File: src/rtl/wembley_pipe.sv
`default_nettype none
// +------------------------------------------------------------------------+
// | Module      : wembley_pipe                                             |
// | Description : Valid/ready pipeline computing MIN3 / MAX3 / MED3 / CMP  |
// |               on three unsigned operands, with a saturating counter of |
// |               CMP results equal to 1 that leave the block.             |
// | Revision    : 1.0 - initial release                                    |
// +------------------------------------------------------------------------+
module wembley_pipe #(
  parameter int WIDTH = 4,
  parameter int DEPTH = 2,
  parameter int CNT_W = 8
) (
  input  logic             clk,
  input  logic             reset,
  input  logic             in_valid,
  output logic             in_ready,
  input  logic [WIDTH-1:0] Ain,
  input  logic [WIDTH-1:0] Bin,
  input  logic [WIDTH-1:0] Cin,
  input  logic [1:0]       mode,
  output logic             out_valid,
  input  logic             out_ready,
  output logic [WIDTH-1:0] Yout,
  output logic [CNT_W-1:0] hit_cnt
);

  localparam logic [1:0]       c_MODE_MIN3 = 2'b00;
  localparam logic [1:0]       c_MODE_MAX3 = 2'b01;
  localparam logic [1:0]       c_MODE_MED3 = 2'b10;
  localparam logic [1:0]       c_MODE_CMP  = 2'b11;
  localparam logic [WIDTH-1:0] c_Y_ONE     = {{(WIDTH-1){1'b0}}, 1'b1};
  localparam logic [CNT_W-1:0] c_CNT_ONE   = {{(CNT_W-1){1'b0}}, 1'b1};
  localparam logic [CNT_W-1:0] c_CNT_MAX   = {CNT_W{1'b1}};

  // Operation datapath (only feeds stage 1)
  logic [WIDTH-1:0] w_lo_ab;
  logic [WIDTH-1:0] w_hi_ab;
  logic [WIDTH-1:0] w_min3;
  logic [WIDTH-1:0] w_max3;
  logic [WIDTH-1:0] w_hi_ab_min_c;
  logic [WIDTH-1:0] w_med3;
  logic [WIDTH:0]   w_sum;
  logic             w_cmp;
  logic [WIDTH-1:0] w_result;

  // Pipeline stage state
  logic             r_valid [DEPTH];
  logic [WIDTH-1:0] r_data  [DEPTH];
  logic [1:0]       r_mode  [DEPTH];
  logic [DEPTH-1:0] w_ready;
  logic [CNT_W-1:0] r_hit_cnt;
  logic             w_out_fire;
  logic             w_hit;

  assign w_lo_ab       = (Ain < Bin) ? Ain : Bin;
  assign w_hi_ab       = (Ain < Bin) ? Bin : Ain;
  assign w_min3        = (w_lo_ab < Cin) ? w_lo_ab : Cin;
  assign w_max3        = (w_hi_ab > Cin) ? w_hi_ab : Cin;
  // median = max(min(a,b), min(max(a,b), c)); ties fall out naturally
  assign w_hi_ab_min_c = (w_hi_ab < Cin) ? w_hi_ab : Cin;
  assign w_med3        = (w_lo_ab > w_hi_ab_min_c) ? w_lo_ab : w_hi_ab_min_c;
  // one extra bit so A+B never wraps before comparing with C
  assign w_sum         = {1'b0, Ain} + {1'b0, Bin};
  assign w_cmp         = (w_sum > {1'b0, Cin});

  // Select the operation result for the captured mode
  always_comb begin
    w_result = w_min3;
    case (mode)
      c_MODE_MIN3: w_result = w_min3;
      c_MODE_MAX3: w_result = w_max3;
      c_MODE_MED3: w_result = w_med3;
      c_MODE_CMP:  w_result = w_cmp ? c_Y_ONE : '0;
      default:     w_result = w_min3;
    endcase
  end

  // Ready chain from the output back to stage 1: a stage can load when it is
  // empty or when the stage after it can take its contents this cycle
  always_comb begin
    w_ready            = '0;
    w_ready[DEPTH-1]   = !r_valid[DEPTH-1] || out_ready;
    for (int i = DEPTH - 2; i >= 0; i--) begin
      w_ready[i] = !r_valid[i] || w_ready[i+1];
    end
  end

  assign in_ready   = w_ready[0] && !reset;
  assign out_valid  = r_valid[DEPTH-1];
  assign Yout       = r_data[DEPTH-1];
  assign hit_cnt    = r_hit_cnt;
  assign w_out_fire = r_valid[DEPTH-1] && out_ready;
  assign w_hit      = w_out_fire && (r_mode[DEPTH-1] == c_MODE_CMP) &&
                      (r_data[DEPTH-1] == c_Y_ONE);

  // Stage registers: stage 1 captures the computed result, later stages
  // only shift data and mode forward when their ready allows
  always_ff @(posedge clk) begin
    if (reset) begin
      for (int i = 0; i < DEPTH; i++) begin
        r_valid[i] <= 1'b0;
        r_data[i]  <= '0;
        r_mode[i]  <= '0;
      end
    end else begin
      if (w_ready[0]) begin
        r_valid[0] <= in_valid;
        if (in_valid) begin
          r_data[0] <= w_result;
          r_mode[0] <= mode;
        end
      end
      for (int i = 1; i < DEPTH; i++) begin
        if (w_ready[i]) begin
          r_valid[i] <= r_valid[i-1];
          r_data[i]  <= r_data[i-1];
          r_mode[i]  <= r_mode[i-1];
        end
      end
    end
  end

  // Saturating count of CMP results equal to 1 handed downstream
  always_ff @(posedge clk) begin
    if (reset) begin
      r_hit_cnt <= '0;
    end else if (w_hit && (r_hit_cnt != c_CNT_MAX)) begin
      r_hit_cnt <= r_hit_cnt + c_CNT_ONE;
    end
  end

endmodule
`default_nettype wire

File: config.mk
export PLATFORM = sky130hd
export DESIGN_NAME = wembley_pipe
export DESIGN_NICKNAME = d
export VERILOG_FILES = /design/src/rtl/wembley_pipe.sv
export SDC_FILE = /design/constraint.sdc
export NUM_CORES = 1
export LEC_CHECK = 0
export ABC_CLOCK_PERIOD_IN_PS = 6600
export CORE_UTILIZATION = 40
export CTS_CLUSTER_DIAMETER = 150
export DETAILED_ROUTE_END_ITERATION = 8
export PLACE_DENSITY = 0.69
export SETUP_SLACK_MARGIN = 0.5
export SLEW_MARGIN = 25
export SYNTH_ARGS = -nofsm -noshare
export SYNTH_HDL_FRONTEND = slang
export SYNTH_SLANG_ARGS = --single-unit
File: constraint.sdc
create_clock -name clk -period 6.6 [get_ports clk]
set_input_delay 1.65 -clock clk [delete_from_list [all_inputs] [get_ports clk]]
set_output_delay 1.65 -clock clk [all_outputs]
set_load 0.01 [all_outputs]
==> flow_summary.json, run 1 <==
{
  "synth.area.mux_share_pct": 2.70,
  "hold_buffers": 0,
  "cpLargestDelayFamily": "compound AO/OA/AOI/OAI gates",
  "yosys.area_share.simple_pct": 23.6,
  "crit_type": "in -> reg",
  "cap_violations": 0,
  "dieArea_um2": 5270,
  "grt-ovfl-total": 0,
  "cp-start-kind": "input port",
  "synthCells": 216,
  "crit_start": "Bin[2]",
  "die_w_um": 72.6,
  "cts_buffers": 3,
  "firstDrtPassIters": 4,
  "cts_buffer_depth": 2,
  "synth_top_cell_by_area": "edfxtp_1",
  "min_from": "hit_cnt[7]",
  "port_buffers": 31,
  "track_usage_pct": 17.5,
  "avgSynthCellArea_um2": 9.23,
  "fmax_ghz": 0.171,
  "area_growth_pct": 21.8,
  "synth-main-ff-cell": "edfxtp_1",
  "grt_start_max_net_pins": 15,
  "ys_top_cells_by_area": "edfxtp_1, ha_1, dfxtp_1",
  "io_pins": 32,
  "hp-class": "reg -> reg",
  "vias": 1677,
  "grt_pass1_vias": 1554,
  "pwr_density_cell_nw_per_um2": 161,
  "synth_top_family_by_area": "simple AND/OR/NAND/NOR gates",
  "path_buf_inv": 2,
  "drive_gt1_share_pct": 8.98,
  "max_stage_delay_ps": 540,
  "worstMarginPinSlew_ps": 488,
  "setup_viol": 0,
  "synth.top_cell.area_share_pct": 21.1,
  "skew_ps": 2.68,
  "route.detailed.wl_per_inst_um": 13.6,
  "finalCriticalPeriod_ps": 5860,
  "htree_num_levels": 1,
  "synth_compound_area_share_pct": 19.1,
  "status": "complete, no violations",
  "cp.required_ps": 6590,
  "wirelength_um": 4250,
  "final_nets": 291,
  "hold_viol": 0,
  "ir_drop_v": 0.0000656,
  "cts_tree": "built",
  "crit_chain": "clkdlybuf4s50_1, inv_1, ha_1, nor2b_1, o21a_2, o21ai_0, o21ai_2, ha_1, nor2b_4, o31a_4, nor2_4, a21oi_1, ha_1, nor2b_1, o211ai_1, a21oi_4, mux2_2, o221ai_1, nand4_1",
  "drc": 0,
  "p_leak_nw": 0.976,
  "detail-route-antenna-nets": 0,
  "grt_first_pass_wirelength_um": 7210,
  "via_per_inst": 5.38,
  "grt_setup_unrepaired": "false",
  "antenna_found_initial": 0,
  "slew_headroom_pct": 67.3,
  "r2r-start": "r_valid[0][1]",
  "cpMaxStageDelayCell": "clkdlybuf4s50_1",
  "die_h_um": 72.6,
  "syn-num-nets": 261,
  "synth_xor_area_share_pct": 3.07,
  "clk_latency_ps": 250,
  "postLayoutCoreUtil_pct": 51.1,
  "synth-seq-area-share_pct": 29.1,
  "cpMostUsedCell": "ha_1",
  "fp.coreArea_um2": 4750,
  "critPathMaxFanout": 8,
  "period_share_pct": 88.7,
  "clock-sinks": 22,
  "gp_congestion": 0.909,
  "cts-root-buf": "clkbuf_8",
  "drt_first_iter_violations": 136,
  "critPathArrivalTime_ps": 5840,
  "synth_edf_count": 14,
  "num_rows": 25,
  "syn_area_um2": 1990,
  "slew_viol_final": 0,
  "synthAdderAreaFrac_pct": 17.3,
  "ys_types": 56,
  "setup_tns_ps": 0,
  "dp_hpwl_um": 3420,
  "worstSetupEndpointType": "flop",
  "clk_pin_slew_ps": 80,
  "ys_warn_count": 0,
  "initial_core_util_pct": 41.9,
  "n_antenna_cell": 0,
  "async_flop_share_pct": 0,
  "ys_ff_latch": 22
}
-- layout make-up --
cell class,instances,area [um2]
Sequential cell,22,581
Clock buffer,3,41.3
Tap cell,67,83.8
Multi-Input combinational cell,171,1340
Fill cell,458,2330
Clock inverter,1,3.75
Inverter,17,63.8
Timing Repair Buffer,31,313
-- cells in the mapped netlist (6+ instances only) --
cell type / instances
edfxtp_1: 14
nor2b_1: 7
o21ai_0: 7
nand2_1: 7
and2_1: 10
inv_1: 16
o211ai_1: 7
nand4_1: 6
a21oi_1: 14
ha_1: 26
dfxtp_1: 8
nor2_1: 19
-- through the flow --
step	instances	worst slack (ps)	hold WS, ps	cell area, um2	total power, mW
global placement	308	346	491	2350	0.302
floorplan	216	1250	497	1990	0.263
global route	312	532	537	2430	0.421
detailed placement	308	119	499	2350	0.305
finish	312	744	506	2430	0.390
CTS	312	513	510	2400	0.387
-- routing by layer --
layer  global-route usage (%)  wire, um  vias to the layer above
met5                        0         0                        -
met4                     7.63       110                        0
met3                    0.829       120                        8
met2                     29.6      2100                       38
met1                     23.3      1920                      775
li1                         -         -                      856
-- worst paths after layout --
kind | to | slack [ps] | cells after the start
worst max-delay path | r_data[0][2] | 740 | 19
worst max register to register | r_data[0][2] | 4510 | 6
worst min-delay path | hit_cnt[7] | 510 | 2
worst min register to register | hit_cnt[7] | 510 | 2
-- worst reg2reg max path, delay by kind of cell (launching register included) --
family	cells	cell delay, ps
compound gates	3	760
flops	1	400
simple gates	3	800
-- sequential cells by signal, summed over array words and instances, names as in the netlist --
name	cells
r_data	8
r_mode	4
r_valid	2
hit_cnt	8
-- cell families after synthesis --
group | Yosys count
fa+ha+maj | 27
xor+xnor | 7
flops | 22
mux | 5
compound gates | 54
simple gates | 78
buf+inv | 23
-- repair_timing --
| action | CTS | global route |
|---|---|---|
| pin swaps | 0 | 0 |
| endpoints found under the setup margin | 2 | 2 |
| setup buffers | 0 | 0 |
| resized for setup | 1 | 9 |
-- where the power goes --
group | leakage (nW) | switching, mW | internal [mW]
combinational | 0.731 | 0.0817 | 0.0682
sequential | 0.222 | 0.00257 | 0.156
clock | 0.0231 | 0.0408 | 0.0414
-- placed cells by master (no fill, tap or decap), types with 3 or more instances in the layout --
| cell type | synthesis | layout |
|---|---|---|
| inv_1 | 16 | 16 |
| nor2b_1 | 7 | 7 |
| dfxtp_1 | 8 | 8 |
| xnor2_1 | 3 | 3 |
| clkbuf_8 | 0 | 3 |
| o21ai_2 | 0 | 3 |
| o21ai_0 | 7 | 5 |
| a21oi_1 | 14 | 14 |
| nor3b_1 | 3 | 3 |
| xor2_1 | 4 | 4 |
| o211ai_1 | 7 | 7 |
| nand2_1 | 7 | 7 |
| nand4_1 | 6 | 6 |
| nand3_1 | 5 | 5 |
| and2_1 | 10 | 10 |
| ha_1 | 26 | 26 |
| clkdlybuf4s50_1 | 0 | 30 |
| nor2_1 | 19 | 19 |
| o221ai_1 | 3 | 3 |
| edfxtp_1 | 14 | 14 |
No activity file was read; power rests on OpenSTA's default activity.
==> inputs of run 2 (changes only) <==
--- a/config.mk
+++ b/config.mk
@@ -6,12 +6,13 @@
 export NUM_CORES = 1
 export LEC_CHECK = 0
 export ABC_CLOCK_PERIOD_IN_PS = 6600
-export CORE_UTILIZATION = 40
+export CAP_MARGIN = 30
+export CORE_UTILIZATION = 25
 export CTS_CLUSTER_DIAMETER = 150
 export DETAILED_ROUTE_END_ITERATION = 8
-export PLACE_DENSITY = 0.69
+export PLACE_DENSITY = 0.49
 export SETUP_SLACK_MARGIN = 0.5
-export SLEW_MARGIN = 25
+export SLEW_MARGIN = 40
 export SYNTH_ARGS = -nofsm -noshare
 export SYNTH_HDL_FRONTEND = slang
 export SYNTH_SLANG_ARGS = --single-unit
==> run 2 against run 1 <==
  * Routed wire length increased by 12%
  * Sequential share of layout area is 0.40 points lower
  * Non-clock buffer count rose by 2
  * Worst setup slack gained 130 ps
==> flow_summary.json, run 2 (synthesis results as in run 1) <==
{
  "track_usage_pct": 12.4,
  "ir_drop_v": 0.0000600,
  "final_cell_mix": "clkdlybuf4s50_1, ha_1, nor2_1",
  "wirelength_um": 4750,
  "cts_buffers": 3,
  "cts_buffer_depth": 2,
  "crit_chain": "clkdlybuf4s50_1, inv_1, ha_1, nor2b_1, o21a_1, o21ai_0, o21ai_2, ha_1, nor2b_4, o31a_4, nor2_4, nor2_1, a21oi_1, ha_1, nor2b_1, o211ai_1, a21oi_2, buf_4, mux2i_1, o221ai_1, nand4_1",
  "cpMaxStageDelayCell": "clkdlybuf4s50_1",
  "grt_pass1_vias": 1679,
  "setup_viol": 0,
  "dp_hpwl_um": 3830,
  "drc": 0,
  "final_common_cell": "clkdlybuf4s50_1",
  "area_growth_pct": 23.8,
  "hold_buffers": 0,
  "fp.coreArea_um2": 7730,
  "cts-root-buf": "clkbuf_8",
  "hold_viol": 0,
  "clk_latency_ps": 250,
  "gp_congestion": 0.822,
  "slew_headroom_pct": 65.1,
  "p_leak_nw": 0.983,
  "grt-ovfl-total": 0,
  "finalCriticalPeriod_ps": 5730,
  "num_rows": 32,
  "worstMarginPinSlew_ps": 522,
  "setup_tns_ps": 0,
  "critPathArrivalTime_ps": 5730,
  "die_w_um": 91.3,
  "initial_core_util_pct": 25.8,
  "io_pins": 32,
  "cp-start-kind": "input port",
  "clock-sinks": 22,
  "drive_gt1_share_pct": 8.50,
  "via_per_inst": 4.80,
  "worstSetupEndpointType": "flop",
  "hp-class": "reg -> reg",
  "skew_ps": 1.29,
  "fmax_ghz": 0.174,
  "period_share_pct": 86.8,
  "cpMostUsedCell": "ha_1",
  "drt_first_iter_violations": 33,
  "status": "complete, no violations",
  "grt_first_pass_wirelength_um": 8290,
  "n_antenna_cell": 0,
  "max_stage_delay_ps": 530,
  "htree_num_levels": 1,
  "pwr_density_cell_nw_per_um2": 159,
  "clk_pin_slew_ps": 70,
  "antenna_found_initial": 0,
  "cap_violations": 0,
  "cp.required_ps": 6590,
  "pre_cts_slack_ps": 340,
  "route.detailed.wl_per_inst_um": 13.6,
  "die_h_um": 91.3,
  "detail-route-antenna-nets": 0,
  "slew_viol_final": 0,
  "cts_tree": "built",
  "final_nets": 293,
  "critPathMaxFanout": 7,
  "firstDrtPassIters": 4,
  "port_buffers": 31,
  "crit_type": "in -> reg",
  "vias": 1676,
  "grt_start_max_net_pins": 15,
  "dieArea_um2": 8340,
  "setup_slack_ps": 869,
  "grt_setup_unrepaired": "false"
}
[run 2: cell types whose count changed in the layout (fill, tap and decap cells not counted)]
cell / delta
clkinv_1: -1
buf_4: +2
o31ai_1: +1
o21a_2: -1
a21oi_4: -1
o21ai_2: -1
o31ai_2: -1
o21ai_1: +1
clkbuf_1: +1
o21a_1: +1
a21oi_2: +1
[run 2: timing repair]
| action | 4_1_cts | 5_1_grt |
|---|---|---|
| setup endpoints to repair | 0 | 4 |
| buffers inserted | 0 | 0 |
| gates resized for setup | 0 | 6 |
[run 2: layer usage]
layer	GRT usage (%)	share of wire, %	up-vias
li1	-	-	861
met1	16.6	48	772
met2	20.8	48	35
met3	1.09	2.3	8
met4	4.23	1.6	0
met5	0	0	-
[run 2: worst paths after layout]
kind / to / slack (ps) / from / cells after the start
setup / recovery: r_data[0][1] / 870 / Bin[2] / 21
hold / removal: hit_cnt[7] / 500 / hit_cnt[7] / 2
setup reg to reg: r_data[0][1] / 4490 / r_valid[0][1] / 6
hold reg to reg: hit_cnt[7] / 500 / hit_cnt[7] / 2
[run 2: area by class of cell]
class	count	area, um2
timing repair buffer	33	328
multi-input combinational	171	1330
clock buffer	4	45.0
fill	794	5260
sequential	22	581
tap	102	128
inverter	17	63.8
[run 2: where the power goes]
group          total (mW)  switching, mW  internal [mW]
Sequential          0.158        0.00266          0.156
Clock              0.0829         0.0400         0.0429
Combinational       0.151         0.0819         0.0693
Total               0.393          0.124          0.268
[run 2: critical path: cells and delay by family]
family / cells / cell delay [ps]
AOI/OAI and AO/OA: 8 / 1460
adders and majority gates: 3 / 870
and+or+nand+nor: 6 / 810
buffers and inverters: 3 / 790
muxes: 1 / 130
[run 2: through the flow]
step	hold WS (ps)	instances	cell area (um2)	utilization, %	power (mW)
after global routing	536	349	2470	32.0	0.422
after detailed placement	496	345	2410	31.2	0.311
final	505	349	2470	32.0	0.393
after CTS	507	349	2450	31.8	0.396
after global placement	489	345	2410	31.2	0.310
after floorplan	497	216	1990	-	0.263
==> inputs of run 3 (changes only) <==
--- a/config.mk
+++ b/config.mk
@@ -5,7 +5,6 @@
 export SDC_FILE = /design/constraint.sdc
 export NUM_CORES = 1
 export LEC_CHECK = 0
-export ABC_CLOCK_PERIOD_IN_PS = 6600
 export CAP_MARGIN = 30
 export CORE_UTILIZATION = 25
 export CTS_CLUSTER_DIAMETER = 150
==> results of run 3 <==
The final DEF is identical to that of run 2; final timing and power are the same.
==> variant, RTL diff (flow settings as in run 2) <==
Put one more register stage on the output `hit_cnt`, cleared by the reset. The value now appears one clock later. The other outputs are not delayed to match.
--- a/src/rtl/wembley_pipe.sv
+++ b/src/rtl/wembley_pipe.sv
@@ -89,7 +89,13 @@
   assign in_ready   = w_ready[0] && !reset;
   assign out_valid  = r_valid[DEPTH-1];
   assign Yout       = r_data[DEPTH-1];
-  assign hit_cnt    = r_hit_cnt;
+  always_ff @(posedge clk) begin
+    if (reset) begin
+      hit_cnt <= '0;
+    end else begin
+      hit_cnt <= r_hit_cnt;
+    end
+  end
   assign w_out_fire = r_valid[DEPTH-1] && out_ready;
   assign w_hit      = w_out_fire && (r_mode[DEPTH-1] == c_MODE_CMP) &&
                       (r_data[DEPTH-1] == c_Y_ONE);
Formal check against the unedited RTL: not equivalent (Yosys sat finds a counterexample within 4 cycles, from zero or initial values and one cycle with reset high).
==> variant against run 2 <==
Power is 28% higher. Sequential cell count increased by 8. Synthesized area is 11% higher. Worst setup slack better by 0.0012 ns. Register-to-register slack better by 0.08 ns. Design area rose by 10%. Routed wire length shrank 2.1%. Count of clock-buffer cells in the layout up 2. Critical endpoint unchanged. Largest power group unchanged.
==> variant: results (changes against run 2) <==
- Outcome: complete, no violations (unchanged)
- Hold WC Path Type: flop to flop (unchanged)
- H-tree Lvls: 2 (was 1)
- Syn Nets: 278 (was 261)
- Worst Skew: 0.00294 ns (was 0.00129 ns)
- Largest net degree at the start of global routing: 23 (was 15)
- R2r worst-path depth: 6 (unchanged)
- Post-synth top cells: 26 x ha_1, 19 x nor2_1, 16 x dfxtp_1, 16 x inv_1, 15 x nor2b_1 (was 26 x ha_1, 19 x nor2_1, 16 x inv_1)
- Pre-CTS setup slack: 0.359 ns (was 0.340 ns)
- Largest regs: hit_cnt: 8 flops, r_data: 8 flops, r_hit_cnt: 8 flops
- Yosys warns: 0 (unchanged)
- Slowest cell on crit path: clkdlybuf4s50_1 (unchanged)
- Rel. slew slack: 70.5% (was 65.1%)
- Post CTS Setup Buffer Count: 0 (unchanged)
- Number of synthesized flops with an enable pin: 14 (unchanged)
- Vias/cell: 4.64 (was 4.80)
- CP max FO: 6 (was 7)
- Total Routing Usage GR: 11.0% (was 12.4%)
- First-pass GRT wire length: 7740 µm (was 8290 µm)
- Post-DR wirelength/cell: 12.5 µm (was 13.6 µm)
- Share of cells above drive strength 1: 8.99% (was 8.50%)
- Max incr delay on CP: 0.58 ns (was 0.53 ns)
- HPWL Detailed: 3810 µm (was 3830 µm)
- Initial antenna violation count: 0 (unchanged)
- Worst EP arrival: 5.75 ns (was 5.73 ns)
- Drt initial violations: 70 (was 33)
- Vias in the first global route: 1656 (was 1679)
- # resized after CTS: 0 (unchanged)
- RD Place Congestion: 0.847 (was 0.822)
- Clk Latency, worst-skew pair: 0.27 ns (was 0.25 ns)
- Pleak: 1.08 nW (was 0.983 nW)
- Ys flop type: dfxtp_1 (was edfxtp_1)
- Total Nets Final: 311 (was 293)
- Ys async rst share: 0% (unchanged)
- Hold depth: 1 (was 2)
- CP top delay family: compound AO/OA/AOI/OAI gates (unchanged)
- Worst-path clk slew: 0.06 ns
- N_diodes: 0 (unchanged)
- Peak VDD IR: 0.0000618 V (was 0.0000600 V)
- Register area share after synthesis: 33.5% (was 29.1%)
- Number of CTS-inserted buffers: 5 (was 3)
- Top cells by area, synth: edfxtp_1 19%, ha_1 15%, dfxtp_1 15% (was edfxtp_1 21%, ha_1 16%, dfxtp_1 8.0%)
## variant: cell count changes after synthesis, sizes merged
cell | before | now
nor2b | 8 | 16
clkbuf | 2 | 3
dfxtp | 8 | 16
## variant: metrics by stage
stage | hold WS [ns] | power (W) | utilization, % | cell area, µm² | instances
3_3_place_gp | 0.482 | 0.000359 | 31.3 | 2620 | 364
2_1_floorplan | 0.466 | 0.000313 | - | 2210 | 233
4_1_cts | 0.493 | 0.000506 | 32.4 | 2710 | 372
6_report | 0.490 | 0.000501 | 32.5 | 2730 | 372
3_5_place_dp | 0.489 | 0.000360 | 31.3 | 2620 | 364
5_1_grt | 0.527 | 0.000535 | 32.5 | 2730 | 372
## variant: path summary, 6_finish.rpt
kind / startpoint / to / slack [ns]
min: r_hit_cnt[7] / hit_cnt[7] / 0.49
max reg2reg: r_valid[0][1] / r_data[0][1] / 4.57
min reg2reg: r_hit_cnt[7] / hit_cnt[7] / 0.49
max: Bin[1] / r_data[0][1] / 0.87
## variant: routing by layer
layer	up-vias	wire length [µm]	global-route usage, %
li1	908	-	-
met1	772	2130	12.9
met2	35	2210	19.2
met3	10	172	2.53
met4	0	137	4.73
met5	-	0	0
## variant: cell type report
cell class | count | area [µm²]
flip-flops and latches | 30 | 741
multi-input cells | 179 | 1380
fillers | 879 | 5660
well taps | 105 | 131
repair buffers | 33 | 325
clock inverters | 2 | 7.51
inverters | 17 | 63.8
clock buffers | 6 | 82.6
## variant: power by group
| group | leakage (nW) | internal, W | total (W) | switching [W] |
|---|---|---|---|---|
| Clock | 0.0463 | 0.0000817 | 0.000145 | 0.0000629 |
| Sequential | 0.286 | 0.000204 | 0.000207 | 0.00000265 |
| Combinational | 0.748 | 0.0000693 | 0.000150 | 0.0000803 |
## variant: cells by family after synthesis
family / count (synthesis) / synth area share [%]
XOR/XNOR: 7 / 2.78
AND/OR/NAND/NOR: 86 / 23.6
buffers and inverters: 24 / 4.76
flip-flops: 30 / 33.5
multiplexers: 5 / 2.44
adder cells (fa/ha/maj): 27 / 15.6
AO/OA/AOI/OAI: 54 / 17.3
